$ cat config.mk
export PLATFORM = sky130hd
export DESIGN_NAME = memory_ram_arbiter
export DESIGN_NICKNAME = d
export VERILOG_FILES = /design/src/rtl/mem_arb_pkg.sv /design/src/rtl/mem_rr_arbiter.sv /design/src/rtl/memory_ram_arbiter.sv
export SDC_FILE = /design/constraint.sdc
export NUM_CORES = 1
export LEC_CHECK = 0
export ABC_CLOCK_PERIOD_IN_PS = 2000
export BUFFER_PORTS_ARGS = -buffer_cell sky130_fd_sc_hd__buf_2
export CAP_MARGIN = 25
export CORE_AREA = 2 2 307 309
export CTS_CLUSTER_SIZE = 8
export DETAILED_ROUTE_END_ITERATION = 10
export DIE_AREA = 0 0 309 311
export PLACE_DENSITY = 0.38
export SLEW_MARGIN = 0
export SYNTH_ARGS = -nofsm -noshare
export SYNTH_HDL_FRONTEND = slang
export SYNTH_HIERARCHICAL = 1
export SYNTH_SLANG_ARGS = --single-unit
$ cat constraint.sdc
create_clock -name clk -period 2 [get_ports clk]
set_input_delay 0.1 -clock clk [delete_from_list [all_inputs] [get_ports clk]]
set_output_delay 0.1 -clock clk [all_outputs]
set_load 0.02 [all_outputs]
$ cat src/rtl/mem_arb_pkg.sv
// Shared types and constants for the directory/data RAM arbiter.
// Holds the FSM state enum, requester ids and fixed field widths.
package mem_arb_pkg;

  localparam int ADDR_W  = 32;
  localparam int STATE_W = 6;
  localparam int DATA_W  = 128;
  localparam int IDX_LSB = 4;
  localparam int IDX_MSB = 10;

  localparam logic REQ_LOC = 1'b0;
  localparam logic REQ_NET = 1'b1;

  typedef enum logic [1:0] {
    IDLE,
    ACCESS,
    RDATA
  } arb_state_t;

endpackage

$ cat src/rtl/mem_rr_arbiter.sv
// Two-way grant selection (loc vs net) with a fairness pointer.
// Ports: clk, rst, loc_req, net_req, advance in; win, any out.
// MEM_ARB_RR_EN selects round-robin; otherwise net has fixed priority.
module mem_rr_arbiter
  import mem_arb_pkg::*;
(
  input  logic clk,
  input  logic rst,
  input  logic loc_req,
  input  logic net_req,
  input  logic advance,
  output logic win,
  output logic any
);

  logic ptr;

  assign any = loc_req | net_req;

`ifdef MEM_ARB_RR_EN
  // Under contention the pointer names the winner.
  always_comb begin
    win = ptr;
    unique case (1'b1)
      loc_req & ~net_req: win = REQ_LOC;
      net_req & ~loc_req: win = REQ_NET;
      default:            win = ptr;
    endcase
  end
`else
  // Net always wins; the pointer only fills the no-request case.
  always_comb begin
    win = ptr;
    unique case (1'b1)
      net_req:            win = REQ_NET;
      loc_req & ~net_req: win = REQ_LOC;
      default:            win = ptr;
    endcase
  end
`endif

  // Hand priority to the loser after every grant.
  always_ff @(posedge clk) begin
    if (rst)
      ptr <= REQ_LOC;
    else if (advance)
      ptr <= ~win;
  end

endmodule

$ cat src/rtl/memory_ram_arbiter.sv
// Arbiter/sequencer sharing the directory-state and line-data RAMs
// between the local miss path (loc) and the ring request path (net).
// Ports: per-requester req/wr/wmask/addr/state/data in, gnt/rvalid out;
// rd_state/rd_data return; registered RAM enables, addr and write data;
// ram_state_in/ram_data_in sync-read returns. Option: MEM_ARB_RR_EN.
module memory_ram_arbiter
  import mem_arb_pkg::*;
(
  input  logic               clk,
  input  logic               rst,
  input  logic               loc_req,
  input  logic               loc_wr,
  input  logic [1:0]         loc_wmask,
  input  logic [ADDR_W-1:0]  loc_addr,
  input  logic [STATE_W-1:0] loc_state,
  input  logic [DATA_W-1:0]  loc_data,
  input  logic               net_req,
  input  logic               net_wr,
  input  logic [1:0]         net_wmask,
  input  logic [ADDR_W-1:0]  net_addr,
  input  logic [STATE_W-1:0] net_state,
  input  logic [DATA_W-1:0]  net_data,
  output logic               loc_gnt,
  output logic               net_gnt,
  output logic               loc_rvalid,
  output logic               net_rvalid,
  output logic [STATE_W-1:0] rd_state,
  output logic [DATA_W-1:0]  rd_data,
  output logic               state_we_out,
  output logic               state_re_out,
  output logic               data_we_out,
  output logic               data_re_out,
  output logic [ADDR_W-1:0]  addr_out,
  output logic [STATE_W-1:0] state_wr_out,
  output logic [DATA_W-1:0]  data_wr_out,
  input  logic [STATE_W-1:0] ram_state_in,
  input  logic [DATA_W-1:0]  ram_data_in
);

  arb_state_t state, next_state;

  logic win, any, take;
  logic win_q, wr_q;

  logic               sel_wr;
  logic [1:0]         sel_wmask;
  logic [ADDR_W-1:0]  sel_addr;
  logic [STATE_W-1:0] sel_state;
  logic [DATA_W-1:0]  sel_data;

  mem_rr_arbiter u_arb (
    .clk     (clk),
    .rst     (rst),
    .loc_req (loc_req),
    .net_req (net_req),
    .advance (take),
    .win     (win),
    .any     (any)
  );

  always_comb begin
    sel_wr    = loc_wr;
    sel_wmask = loc_wmask;
    sel_addr  = loc_addr;
    sel_state = loc_state;
    sel_data  = loc_data;
    if (win == REQ_NET) begin
      sel_wr    = net_wr;
      sel_wmask = net_wmask;
      sel_addr  = net_addr;
      sel_state = net_state;
      sel_data  = net_data;
    end
  end

  always_ff @(posedge clk) begin
    if (rst)
      state <= IDLE;
    else
      state <= next_state;
  end

  always_comb begin
    next_state = state;
    take       = 1'b0;
    unique case (state)
      IDLE: begin
        if (any) begin
          take       = 1'b1;
          next_state = ACCESS;
        end
      end
      ACCESS:  next_state = wr_q ? IDLE : RDATA;
      RDATA:   next_state = IDLE;
      default: next_state = IDLE;
    endcase
  end

  // Controls are loaded on the sampling edge so they appear
  // registered in the ACCESS cycle; pulses self-clear.
  always_ff @(posedge clk) begin
    if (rst) begin
      win_q        <= REQ_LOC;
      wr_q         <= 1'b0;
      loc_gnt      <= 1'b0;
      net_gnt      <= 1'b0;
      loc_rvalid   <= 1'b0;
      net_rvalid   <= 1'b0;
      state_we_out <= 1'b0;
      state_re_out <= 1'b0;
      data_we_out  <= 1'b0;
      data_re_out  <= 1'b0;
      addr_out     <= '0;
      state_wr_out <= '0;
      data_wr_out  <= '0;
      rd_state     <= '0;
      rd_data      <= '0;
    end else begin
      loc_gnt      <= 1'b0;
      net_gnt      <= 1'b0;
      loc_rvalid   <= 1'b0;
      net_rvalid   <= 1'b0;
      state_we_out <= 1'b0;
      state_re_out <= 1'b0;
      data_we_out  <= 1'b0;
      data_re_out  <= 1'b0;
      if (take) begin
        win_q        <= win;
        wr_q         <= sel_wr;
        addr_out     <= sel_addr;
        state_wr_out <= sel_state;
        data_wr_out  <= sel_data;
        loc_gnt      <= (win == REQ_LOC);
        net_gnt      <= (win == REQ_NET);
        state_we_out <= sel_wr & sel_wmask[0];
        data_we_out  <= sel_wr & sel_wmask[1];
        state_re_out <= ~sel_wr;
        data_re_out  <= ~sel_wr;
      end
      if (state == RDATA) begin
        rd_state   <= ram_state_in;
        rd_data    <= ram_data_in;
        loc_rvalid <= (win_q == REQ_LOC);
        net_rvalid <= (win_q == REQ_NET);
      end
    end
  end

endmodule
# [Word-level counts from Yosys, hierarchy flattened]
# Index checks and enable logic that the tools add are counted.
[word_totals] romBits=0 out_inout_bits=308 wordCells=43 latchBits=0 ramBits=0 reg_bits=312 input_bits=476 mem_count=0
[op_classes] bitwise=10 n_lt_le_gt_ge=0 div_mod_pow=0 muxes=11 add_sub_neg=0 n_reduce_logical=3 eq_ne=3 multipliers=0 n_shift=0
[op_table] operator="two-way mux 128 bit" n=1
[op_table] operator="two-way mux 32 bit" n=1
[op_table] operator="two-way mux 2 bit" n=3
[op_table] operator="two-way mux 6 bit" n=1
[op_table] operator="NOT 1 bit" n=6
[op_table] operator="one-hot mux 2 bit (2 select lines)" n=1
[op_table] operator="OR reduction 2 bit" n=2
[op_table] operator="bitwise AND 1 bit" n=3
[op_table] operator="two-way mux 1 bit" n=3
[op_table] operator="== test 2 x 1 -> 1 bit, second input constant" n=1
[op_table] operator="== test 2 bit, second input constant" n=1
[op_table] operator="zero test 2 bit" n=1
[op_table] operator="!= test 2 bit, second input constant" n=1
[op_table] operator="one-hot mux 1 bit (2 select lines)" n=1
[op_table] operator="bitwise OR 1 bit" n=1

# [Depth between registers and ports, before layout]
[logic_depth] depth_word=5 depth_mapped=7

# [Hierarchy]
# Netlist, hierarchy kept.
[modules_own_cells] module="memory_ram_arbiter" area_per_inst_um2=11781.3 cells_per_inst=1169 seq_area_each_um2=6226.0 n_inst=1
[modules_own_cells] module="mem_rr_arbiter" area_per_inst_um2=67.6 cells_per_inst=7 seq_area_each_um2=20.0 n_inst=1

# [Worst setup path after synthesis]
# OpenSTA, ideal clock, no wires.
[synth_timing] path_type="register to register" start="register u_arb.ptr" end="register addr_out[25]" path_buffers=3 t_required_ns=1.883 arrival_ns=1.479 path_slack_ns=0.404 stages_incl_launch_ff=8 setup_ns=0.117 cell_sequence="dfxtp_1 -> nor2b_1 -> or2_2 -> buf_4 -> buf_6 -> clkbuf_1 -> mux2i_1 -> o2bb2ai_1"
[synth_via] elab_chain_cells=2
[synth_lines] element="start: declaration" line="mem_rr_arbiter.sv:16" text="logic ptr;"
[synth_lines] element="start signal: assignment" line="mem_rr_arbiter.sv:47" text="ptr <= ~win;"
[synth_lines] element="one-hot mux 1 bit (2 select lines)" line="mem_rr_arbiter.sv:34" text="unique case (1'b1)"
[synth_lines] element="named net win" line="memory_ram_arbiter.sv:42" text="logic win, any, take;"
[synth_lines] element="two-way mux 32 bit" line="memory_ram_arbiter.sv:67" text="if (win == REQ_NET) begin"
[synth_lines] element="end signal: assignment" line="memory_ram_arbiter.sv:130" text="addr_out <= sel_addr;"
[synth_lines] element="end: declaration" line="memory_ram_arbiter.sv:33" text="output logic [ADDR_W-1:0] addr_out,"
# The timed path passes the listed nets, and every way through them passes these cells.
# A chain may end at the register's enable or synchronous reset.

# [Worst setup path after layout]
[layout_timing] start="input net_req" end="register u_arb.ptr"
[layout_via] word_cells_on_any_way=7 classes_between="3 x mux; 4 x bitwise"
[layout_lines] element="start: declaration" line="memory_ram_arbiter.sv:17" text="input logic net_req,"
[layout_lines] element="bitwise OR 1 bit" line="mem_rr_arbiter.sv:18" text="assign any = loc_req | net_req;"
[layout_lines] element="named net any" line="memory_ram_arbiter.sv:42"
[layout_lines] element="two-way mux 1 bit" line="memory_ram_arbiter.sv:88" text="if (any) begin"
[layout_lines] element="two-way mux 1 bit" line="memory_ram_arbiter.sv:86" text="unique case (state)"
[layout_lines] element="named net take" line="memory_ram_arbiter.sv:42"
# The timed path passes the listed nets, and every way through them passes these cells.

==> impl_metrics.json <==
{
  "status": "finished clean",
  "clk_pin_slew_ns": 0.05,
  "maxCapViolations": 0,
  "power.density_mw_per_mm2": 760,
  "synth.distinct_cells": 26,
  "crit_chain": "dlygate4sd3_1, buf_2, or2_2, nor3b_1, buf_4, or3b_1, o41ai_2, dlygate4sd3_1",
  "num-fill-cells": 9977,
  "first_iter_violations": 684,
  "numPortBuffers": 783,
  "async_flop_share": 0,
  "vias": 14000,
  "slowest_stage": "dlygate4sd3_1",
  "max-vdd-ir-drop_mv": 0.472,
  "crit_type": "in2reg",
  "die_h_um": 311,
  "drv_slew": 0,
  "synth_edf_count": 0,
  "cts_tree": "built",
  "drive_above_1_share": 0.369,
  "synthesis.nets": 1652,
  "rsz0062_at_grt": "no",
  "cts_buffers": 45,
  "placementRows": 112,
  "grt_usage": 0.116,
  "yosys.area.top_type": "dfxtp_1",
  "die_area_mm2": 0.0961,
  "place.gp.congestion": 0.841,
  "whs_path_depth": 4,
  "endpoint_kind": "register",
  "max-slew-margin-rel": 0.520,
  "r2r_cells": 6,
  "synthTopCellsByArea": "dfxtp_1 53%, mux2i_1 14%, o2bb2ai_1 12%",
  "fmax_ghz": 0.528,
  "required_ns": 2.51,
  "grt_antenna_before_repair": 3,
  "root_buffer": "clkbuf_16",
  "synth_most_common_cell": "dfxtp_1",
  "path_depth": 8,
  "final_core_util": 0.252,
  "place_hpwl_mm": 40.7,
  "cp_top_family": "buffers and inverters",
  "stdcell_area_mm2": 0.0233,
  "holdPathEnd": "wr_q",
  "post-route-min-period_ns": 1.89,
  "power_leakage_nw": 10.7,
  "synth.avg_cell_area_um2": 10.1,
  "synthCells": 1176,
  "synth.ff_latch_count": 312,
  "grt_max_degree": 141,
  "slowest_delay_ns": 0.58,
  "syn_area_mm2": 0.0118,
  "cts-resized-gates": 0,
  "tns_ns": 0,
  "crit_fanout": 4,
  "fin_nets": 2916,
  "worstHoldStart": "rst",
  "clock_latency_ns": 0.57,
  "cts_sinks": 312,
  "wire_per_inst_um": 15.9,
  "finalCritPeriodShare": 0.947,
  "initial_core_util": 0.128,
  "rrSetupSlack_ns": 0.14,
  "drc_errors": 0,
  "grt_first_pass_wirelength_mm": 86.5,
  "hold_viol": 0,
  "clk_path_buf_depth": 3,
  "fin_skew_ns": 0.0135,
  "ys.warnings.count": 6,
  "dr.pass1.iters": 5,
  "area_growth_syn_to_layout_pct": 97.0,
  "holdWs_ns": 0.0700,
  "die_w_um": 309,
  "seqCellArea_mm2": 0.00625,
  "tightestPinTransition_ns": 0.720,
  "via_per_inst": 3.78,
  "grt_overflow": 0,
  "io_pins": 784,
  "core_mm2": 0.0928,
  "yosysSeqAreaShare": 0.527,
  "wl_mm": 58.8,
  "crit_path_start_kind": "input pin",
  "critPathMostFrequentCell": "dlygate4sd3_1",
  "synth_top_area_share": 0.527,
  "synth_common_cells": "312 x dfxtp_1, 268 x nand2_1, 167 x o2bb2ai_1",
  "placed_cell_area_mm2": 0.0174,
  "htreeDepth": 2,
  "drtAntennaViolNets": 0,
  "grt_pass1_vias": 15000,
  "multi_input_area_mm2": 0.00499,
  "r2r-start": "u_arb/ptr",
  "worst_ep_arrival_time_ns": 2.40,
  "worstReg2RegEnd": "data_wr_out[14]",
  "synth_ff_type": "dfxtp_1",
  "crit_buf_inv": 4,
  "final-setup-viol-count": 0,
  "hold_path.class": "in2reg"
}
-- worst max-delay path by stage --
stage               startpoint                to  slack (ns)
global placement      state[0]  data_wr_out[126]        0.23
finish                 net_req         u_arb/ptr        0.11
global route         u_arb/ptr    data_wr_out[1]        0.05
detailed placement    state[0]  data_wr_out[118]        0.21
CTS                  u_arb/ptr    data_wr_out[1]        0.14
floorplan            u_arb/ptr      addr_out[25]        0.40
-- state kept, by name (all words and copies together), names as in the netlist, 2 cells and up --
register and flops:
state_wr_out 6, rd_state 6, rd_data 128, addr_out 32
state 2, data_wr_out 128
-- routing by layer --
layer	track usage	wire [µm]	vias to the layer above
li1	-	-	6661
met4	0.0691	3420	4
met2	0.201	28300	661
met3	0.0314	4370	185
met5	0	23	-
met1	0.124	22700	6486
-- cell usage in the layout, fill, tap and decap left out --
cell             n
or4b_4           1
buf_2          782
nor3_1           1
nor4b_1          1
nor2b_1          2
clkbuf_1         4
inv_1            3
nor3b_1          2
o41ai_2          1
nand2_1        268
or2b_4           1
nor2_1           4
or2_4            1
inv_6            1
buf_4           51
diode_2          2
nor2_4           1
clkbuf_8         2
clkbuf_16       47
o22ai_1          1
or3b_1           1
and2_1           1
nand2b_1         1
a32oi_1          2
or2_2            1
buf_12          13
dfxtp_1        312
a21oi_1        135
nor2b_4          1
mux2i_1        166
dlygate4sd3_1  473
o2bb2ai_1      167
-- worst min-delay path: stages --
cell	delay (ns)
buf_4	0.13
nor2_4	0.06
buf_12	0.16
o2bb2ai_1	0.13
-- through the flow --
step,cells,setup WS [ns],total power (W)
floorplan,1176,0.404,0.00864
global placement,3174,0.233,0.0101
detailed placement,3174,0.209,0.0101
CTS,3701,0.138,0.0181
global route,3702,0.0508,0.0186
finish,3703,0.107,0.0177
-- power breakdown --
part / internal [W] / switching (W)
clock: 0.00420 / 0.00282
sequential: 0.00669 / 0.000260
combinational: 0.00182 / 0.00197
-- cells by family after synthesis --
group,count (synthesis),synth area share
AOI/OAI and AO/OA,306,0.184
DFF,312,0.527
and+or+nand+nor,287,0.0951
buffers and inverters,105,0.0536
muxes,166,0.140
-- final cells by class --
cell class,instances,share of cell area
timing repair buffer,1319,0.398
sequential,312,0.268
multi-input combinational,759,0.214
tap,1254,0.0672
clock buffer,53,0.0522
inverter,3,0.000482
clock inverter,1,0.000375
antenna,2,0.000214
-- repair_timing --
action | 4_1_cts | 5_1_grt
hold endpoints to repair | 305 | 0
hold buffers | 473 | 0
setup buffers | 0 | 0
(Power assumes the default switching activity.)
